$ cat config.mk
export PLATFORM = sky130hd
export DESIGN_NAME = fetch_mem_ctrl
export DESIGN_NICKNAME = d
export VERILOG_FILES = /design/src/rtl/fetch_mem_ctrl.sv
export SDC_FILE = /design/constraint.sdc
export NUM_CORES = 1
export LEC_CHECK = 0
export CELL_PAD_IN_SITES_DETAIL_PLACEMENT = 1
export CELL_PAD_IN_SITES_GLOBAL_PLACEMENT = 1
export CORE_UTILIZATION = 38
export CTS_CLUSTER_DIAMETER = 40
export DETAILED_ROUTE_END_ITERATION = 12
export PLACE_DENSITY_LB_ADDON = 0.1
export SYNTH_ARGS = -nofsm -noshare
export SYNTH_HDL_FRONTEND = slang
export SYNTH_SLANG_ARGS = --single-unit
$ cat constraint.sdc
create_clock -name clk -period 2.57 [get_ports clk]
set_clock_uncertainty 0.05 [all_clocks]
set_input_delay 0.514 -clock clk [delete_from_list [all_inputs] [get_ports clk]]
set_output_delay 0.514 -clock clk [all_outputs]
set_load 0.1 [all_outputs]
$ cat src/rtl/fetch_mem_ctrl.sv
// Instruction sequencer: fetch, decode, LDR/STR memory phases and HALT.
// ALU/MOV execution is delegated to the execute controller via start/done.
module fetch_mem_ctrl #(
  parameter int MEM_TIMEOUT = 15,
  parameter int TMO_W       = 8
) (
  input  logic       clk,
  input  logic       reset_n,
  input  logic [2:0] opcode,
  input  logic [1:0] op,
  input  logic       mem_rdy,
  input  logic       dp_done,
  output logic [1:0] mem_cmd,
  output logic       addr_sel,
  output logic       load_ir,
  output logic       load_pc,
  output logic       reset_pc,
  output logic       load_addr,
  output logic       dp_start,
  output logic [1:0] dp_mode,
  output logic       wb_mem,
  output logic       halted,
  output logic       fault
);

  typedef enum logic [3:0] {
    S_RST, S_IF1, S_IF2, S_UPC,
    S_DEC, S_EXGO, S_EXWT, S_AGO,
    S_AWT, S_LDA, S_RD, S_WB,
    S_SGO, S_SWT, S_WR, S_HALT
  } state_t;

  localparam logic [1:0] CMD_NONE  = 2'b00;
  localparam logic [1:0] CMD_READ  = 2'b01;
  localparam logic [1:0] CMD_WRITE = 2'b10;
  localparam logic [1:0] M_EXEC    = 2'b00;
  localparam logic [1:0] M_ADDR    = 2'b01;
  localparam logic [1:0] M_SDATA   = 2'b10;

  // tmo holds cycles already spent in the state, so the
  // MEM_TIMEOUT-th wait cycle is the last one allowed
  localparam logic [TMO_W-1:0] TMO_LAST = TMO_W'(MEM_TIMEOUT - 1);

  state_t           state_q, state_d;
  logic [TMO_W-1:0] tmo_q;
  logic             fault_q;
  logic             set_fault;
  logic             tmo_hit;
  logic             mem_st;
  logic             is_exec, is_mem, is_halt;

  assign tmo_hit = (tmo_q == TMO_LAST);
  assign mem_st  = (state_q == S_IF1) ||
                   (state_q == S_RD)  ||
                   (state_q == S_WR);
  assign is_exec = (opcode == 3'b110) ||
                   (opcode == 3'b101);
  assign is_mem  = ((opcode == 3'b011) ||
                    (opcode == 3'b100)) &&
                   (op == 2'b00);
  assign is_halt = (opcode == 3'b111);

  always_ff @(posedge clk or negedge reset_n) begin
    if (!reset_n) begin
      state_q <= S_RST;
      tmo_q   <= '0;
      fault_q <= 1'b0;
    end else begin
      state_q <= state_d;
      if (state_d != state_q)
        tmo_q <= '0;
      else if (mem_st)
        tmo_q <= tmo_q + TMO_W'(1);
      if (set_fault)
        fault_q <= 1'b1;
    end
  end

  always_comb begin
    state_d   = state_q;
    set_fault = 1'b0;
    unique case (state_q)
      S_RST:  state_d = S_IF1;
      S_IF1: begin
        if (mem_rdy) begin
          state_d = S_IF2;
        end else if (tmo_hit) begin
          state_d   = S_HALT;
          set_fault = 1'b1;
        end
      end
      S_IF2:  state_d = S_UPC;
      S_UPC:  state_d = S_DEC;
      S_DEC: begin
        unique case (1'b1)
          is_exec: state_d = S_EXGO;
          is_mem:  state_d = S_AGO;
          is_halt: state_d = S_HALT;
          default: begin
            state_d   = S_HALT;
            set_fault = 1'b1;
          end
        endcase
      end
      S_EXGO: state_d = S_EXWT;
      S_EXWT: if (dp_done) state_d = S_IF1;
      S_AGO:  state_d = S_AWT;
      S_AWT:  if (dp_done) state_d = S_LDA;
      S_LDA: begin
        if (opcode == 3'b011) begin
          state_d = S_RD;
        end else if (opcode == 3'b100) begin
          state_d = S_SGO;
        end else begin
          // IR changed under us; treat as illegal
          state_d   = S_HALT;
          set_fault = 1'b1;
        end
      end
      S_RD: begin
        if (mem_rdy) begin
          state_d = S_WB;
        end else if (tmo_hit) begin
          state_d   = S_HALT;
          set_fault = 1'b1;
        end
      end
      S_WB:   state_d = S_IF1;
      S_SGO:  state_d = S_SWT;
      S_SWT:  if (dp_done) state_d = S_WR;
      S_WR: begin
        if (mem_rdy) begin
          state_d = S_IF1;
        end else if (tmo_hit) begin
          state_d   = S_HALT;
          set_fault = 1'b1;
        end
      end
      S_HALT: state_d = S_HALT;
      default: state_d = S_RST;
    endcase
  end

  always_comb begin
    mem_cmd   = CMD_NONE;
    addr_sel  = 1'b0;
    load_ir   = 1'b0;
    load_pc   = 1'b0;
    reset_pc  = 1'b0;
    load_addr = 1'b0;
    dp_start  = 1'b0;
    dp_mode   = M_EXEC;
    wb_mem    = 1'b0;
    halted    = 1'b0;
    unique case (state_q)
      S_RST: begin
        reset_pc = 1'b1;
        load_pc  = 1'b1;
      end
      S_IF1: begin
        mem_cmd  = CMD_READ;
        addr_sel = 1'b1;
      end
      S_IF2: begin
        mem_cmd  = CMD_READ;
        addr_sel = 1'b1;
        load_ir  = 1'b1;
      end
      S_UPC:  load_pc = 1'b1;
      S_EXGO: dp_start = 1'b1;
      S_AGO: begin
        dp_start = 1'b1;
        dp_mode  = M_ADDR;
      end
      S_AWT:  dp_mode = M_ADDR;
      S_LDA:  load_addr = 1'b1;
      S_RD:   mem_cmd = CMD_READ;
      S_WB:   wb_mem = 1'b1;
      S_SGO: begin
        dp_start = 1'b1;
        dp_mode  = M_SDATA;
      end
      S_SWT:  dp_mode = M_SDATA;
      S_WR:   mem_cmd = CMD_WRITE;
      S_HALT: halted = 1'b1;
      default: begin
        mem_cmd = CMD_NONE;
      end
    endcase
  end

  assign fault = fault_q;

endmodule

==> results by group <==
Status
  • Outcome: finished, final reports clean

Clock tree
  • Root cell of the clock tree: clkbuf_4
  • Latest clock arrival within the worst-skew pair: 0.28 ns
  • Deepest clock path buffer count: 2
  • Clock input transition at the sequential cells of the worst setup and hold paths: 0.08 ns
  • TritonCTS clock tree: built
  • CTS-repair resized insts: 0
  • Total number of H-tree levels: 1
  • Setup bufs post-CTS: 0
  • Number of hold-repair buffers added at the cts stage: 0
  • Num Clock Sinks: 13
  • Number of clock buffers inserted by TritonCTS: 3

Timing
  • Final-report max-slew violation count: 0
  • Relative slew slack: 57.9%
  • Setup Viol. Count Final: 0
  • Final hold violation count: 0
  • Final clock period utilization by the worst path: 96.0%
  • Maximum achievable frequency: 405 MHz
  • Worst hold slack after final layout: 0.485 ns
  • Unrepaired setup endpoints after global routing: false
  • Final critical-path required period: 2.47 ns
  • Slew @ Worst Pin: 0.629 ns

Critical path
  • Crit Reg-Reg Endpoint: tmo_q[1]$_DFFE_PN0P_
  • Worst EP required: 2.01 ns
  • Path type of the worst setup path: register to primary output
  • Maximum fanout along the worst path: 18
  • Setup slack of the most critical reg-to-reg path: 0.31 ns
  • Number of cell instances on the worst register-to-register path: 7
  • FF-to-FF Start: state_q[1]$_DFF_PN0_
  • Setup crit end kind: primary output
  • Kind of start point of the critical path: register
  • Arrival time reported for the critical path endpoint: 1.90 ns

Worst hold path
  • Endpoint of the worst hold path: fault$_DFFE_PN0P_
  • Critical hold path startpoint: fault$_DFFE_PN0P_
  • Worst min-delay path category: register to register
  • Hold Path Depth: 2

Finish
  • Storage element area: 325 um2
  • Net count, final: 191
  • Inserted Diodes: 0
  • Post-route core utilization: 55.8%
  • Layout area overhead: 39.6%
  • Area of combinational cells with multiple inputs: 838 um2
  • Share of final-layout standard cells stronger than drive strength 1: 26.3%
  • Number of filler instances in the final layout: 360
  • Number of non-filler instances in the completed layout: 223

Synthesis
  • Share of async-settable or async-resettable flops after synthesis: 100%
  • Distinct cell type count after synthesis: 49
  • Post-synthesis sequential area ratio: 26.9%
  • Number of warnings printed during yosys synthesis: 0
  • Netlist Area Pre-Place: 1210 um2
  • Register bit total from synthesis: 13
  • EDFF count, synth: 0
  • Synthesized area divided by synthesized cell count: 7.91 um2
  • Synthesized Nets: 164
  • Flip-flop cell with the highest count after synthesis: dfrtp_1
  • Gate count of the mapped netlist: 153

Pwr
  • Max rail drop VDD: 0.000619 V
  • Fraction of power consumed by the clock network: 5.3%
  • Combinational cell fraction of total power: 78.3%
  • Internal power component: 0.000978 W
  • Sequential Power Share: 16.4%
  • Net load switching power: 0.00137 W
  • Leakage power: 0.675 nW
  • Switching Share: 58.4%
  • Power per cell area: 1390 nW/um2

Global routing
  • Via count of the first global-routing pass: 1291
  • Overall Global Routing Usage: 23.7%
  • Number of antenna violations at the first check in global routing: 0
  • Sum of overflow across all layers after global routing: 0
  • Wire length of the first global-routing pass: 6.23 mm
  • Pin count of the biggest net entering global routing: 21

Detailed routing
  • Number of nets with antenna violations after detailed routing: 0
  • Count of vias placed by the detailed router: 1254
  • Wire per inst: 16.3 um
  • Highest metal layer with signal wires: met3
  • Final wirelength: 3.64 mm
  • DR WL met3: 156 um
  • Vias per cell: 5.62
  • Count of unresolved DRC violations after routing: 0
  • Routed met2 length: 1.80 mm
  • Drt first-iter violations: 31
  • First-pass iteration count of the detailed router: 4
  • M1 WL: 1.69 mm

Placement
  • Placed cell count: 219
  • Global placer's final weighted congestion: 0.900
  • Total half-perimeter wirelength after legalization and detailed placement: 2.84 mm
  • Port Buffer Count: 21

Die
  • Std cell rows: 20
  • Starting Density: 40.0%
  • Count of pins on the block boundary: 22
  • Die Width: 58.4 um
  • Area of the placeable core: 3030 um2
  • Area of the die: 3410 um2
  • Height of the die: 58.4 um

Flow run
  • Max-capacitance violation count: 0
==> layout make-up <==
class	count	area share [%]
tap	44	3.26
sequential	13	19.3
timing repair buffer	33	24.7
multi-input combinational	122	49.6
inverter	7	1.56
clock buffer	4	1.56
==> cells in the mapped netlist (3+ instances only) <==
cell      instances  share of area (%)
a211oi_2          3                3.1
a21oi_1           7                2.9
and2_1            3                1.6
buf_2             5                2.1
dfrtp_1          13                 27
inv_1             7                2.2
nand2_1          11                3.4
nand3_1           6                2.5
nand4b_1          3                2.2
nor2_1           24                7.4
nor2b_1           5                2.6
nor3_1            5                2.1
o21ai_0           6                2.5
xor2_1            6                4.3
==> flip-flops by register name (all words and copies together) (netlist names) <==
name,cells
state_q,4
tmo_q,8
fault,1
==> layout by cell type, fill, tap and decap left out, types with 4 or more instances in the layout <==
cell,count
nor2b_1,5
buf_4,13
o21ai_0,6
nand3_1,6
buf_12,12
nand2_1,11
xor2_1,6
a21oi_1,6
inv_1,7
dfrtp_1,13
clkdlybuf4s50_1,8
nor2_1,20
nor2_2,4
==> stage by stage <==
stage / instance area, um2 / setup WS, ns / power (W) / TNS (ns)
3_3_place_gp: 1660 / 0.0155 / 0.00218 / 0
5_1_grt: 1690 / 0.0272 / 0.00249 / 0
6_report: 1690 / 0.102 / 0.00235 / 0
2_1_floorplan: 1240 / -0.369 / 0.00165 / -1.41
3_5_place_dp: 1660 / -0.0322 / 0.00223 / -0.0322
4_1_cts: 1690 / 0.0959 / 0.00236 / 0
==> power by group through the flow <==
| stage | logic, W | clock network, W | registers [W] |
|---|---|---|---|
| after floorplan | 0.00132 | 0 | 0.000333 |
| after global placement | 0.00180 | 0 | 0.000377 |
| after detailed placement | 0.00184 | 0 | 0.000384 |
| after CTS | 0.00185 | 0.000134 | 0.000381 |
| after global routing | 0.00196 | 0.000143 | 0.000396 |
| final | 0.00184 | 0.000125 | 0.000385 |
==> how the worst max path moves through the flow <==
stage | startpoint | endpoint | depth (start not counted)
final | state_q[2]$_DFF_PN0_ | dp_mode[0] | 3
after global routing | state_q[2]$_DFF_PN0_ | dp_mode[0] | 3
after CTS | state_q[2]$_DFF_PN0_ | dp_mode[0] | 3
after detailed placement | opcode[2] | tmo_q[1]$_DFFE_PN0P_ | 7
after global placement | opcode[2] | tmo_q[1]$_DFFE_PN0P_ | 7
after floorplan | state_q[3]$_DFF_PN0_ | halted | 5
==> logic make-up (layout without fill, tap and decap cells) <==
| kind of cell | count (synthesis) | in the layout | synth area share [%] |
|---|---|---|---|
| buf+inv | 18 | 44 | 6.72 |
| compound gates | 39 | 39 | 25.4 |
| simple gates | 72 | 72 | 32.3 |
| mux | 1 | 1 | 0.827 |
| flops | 13 | 13 | 26.9 |
| fa+ha+maj | 2 | 2 | 2.07 |
| xor+xnor | 8 | 8 | 5.79 |
==> critical path, cell delays in order, from the launching register on <==
cell	delay, ns
dfrtp_1	0.73
inv_1	0.29
o31ai_2	0.38
buf_12	0.22
==> layer usage <==
layer	global-route usage, %	vias up
met5	0	-
met4	4.76	0
met3	3.96	0
met2	39.1	29
met1	32.9	616
li1	-	609
No activity file was read; power rests on OpenSTA's default activity.
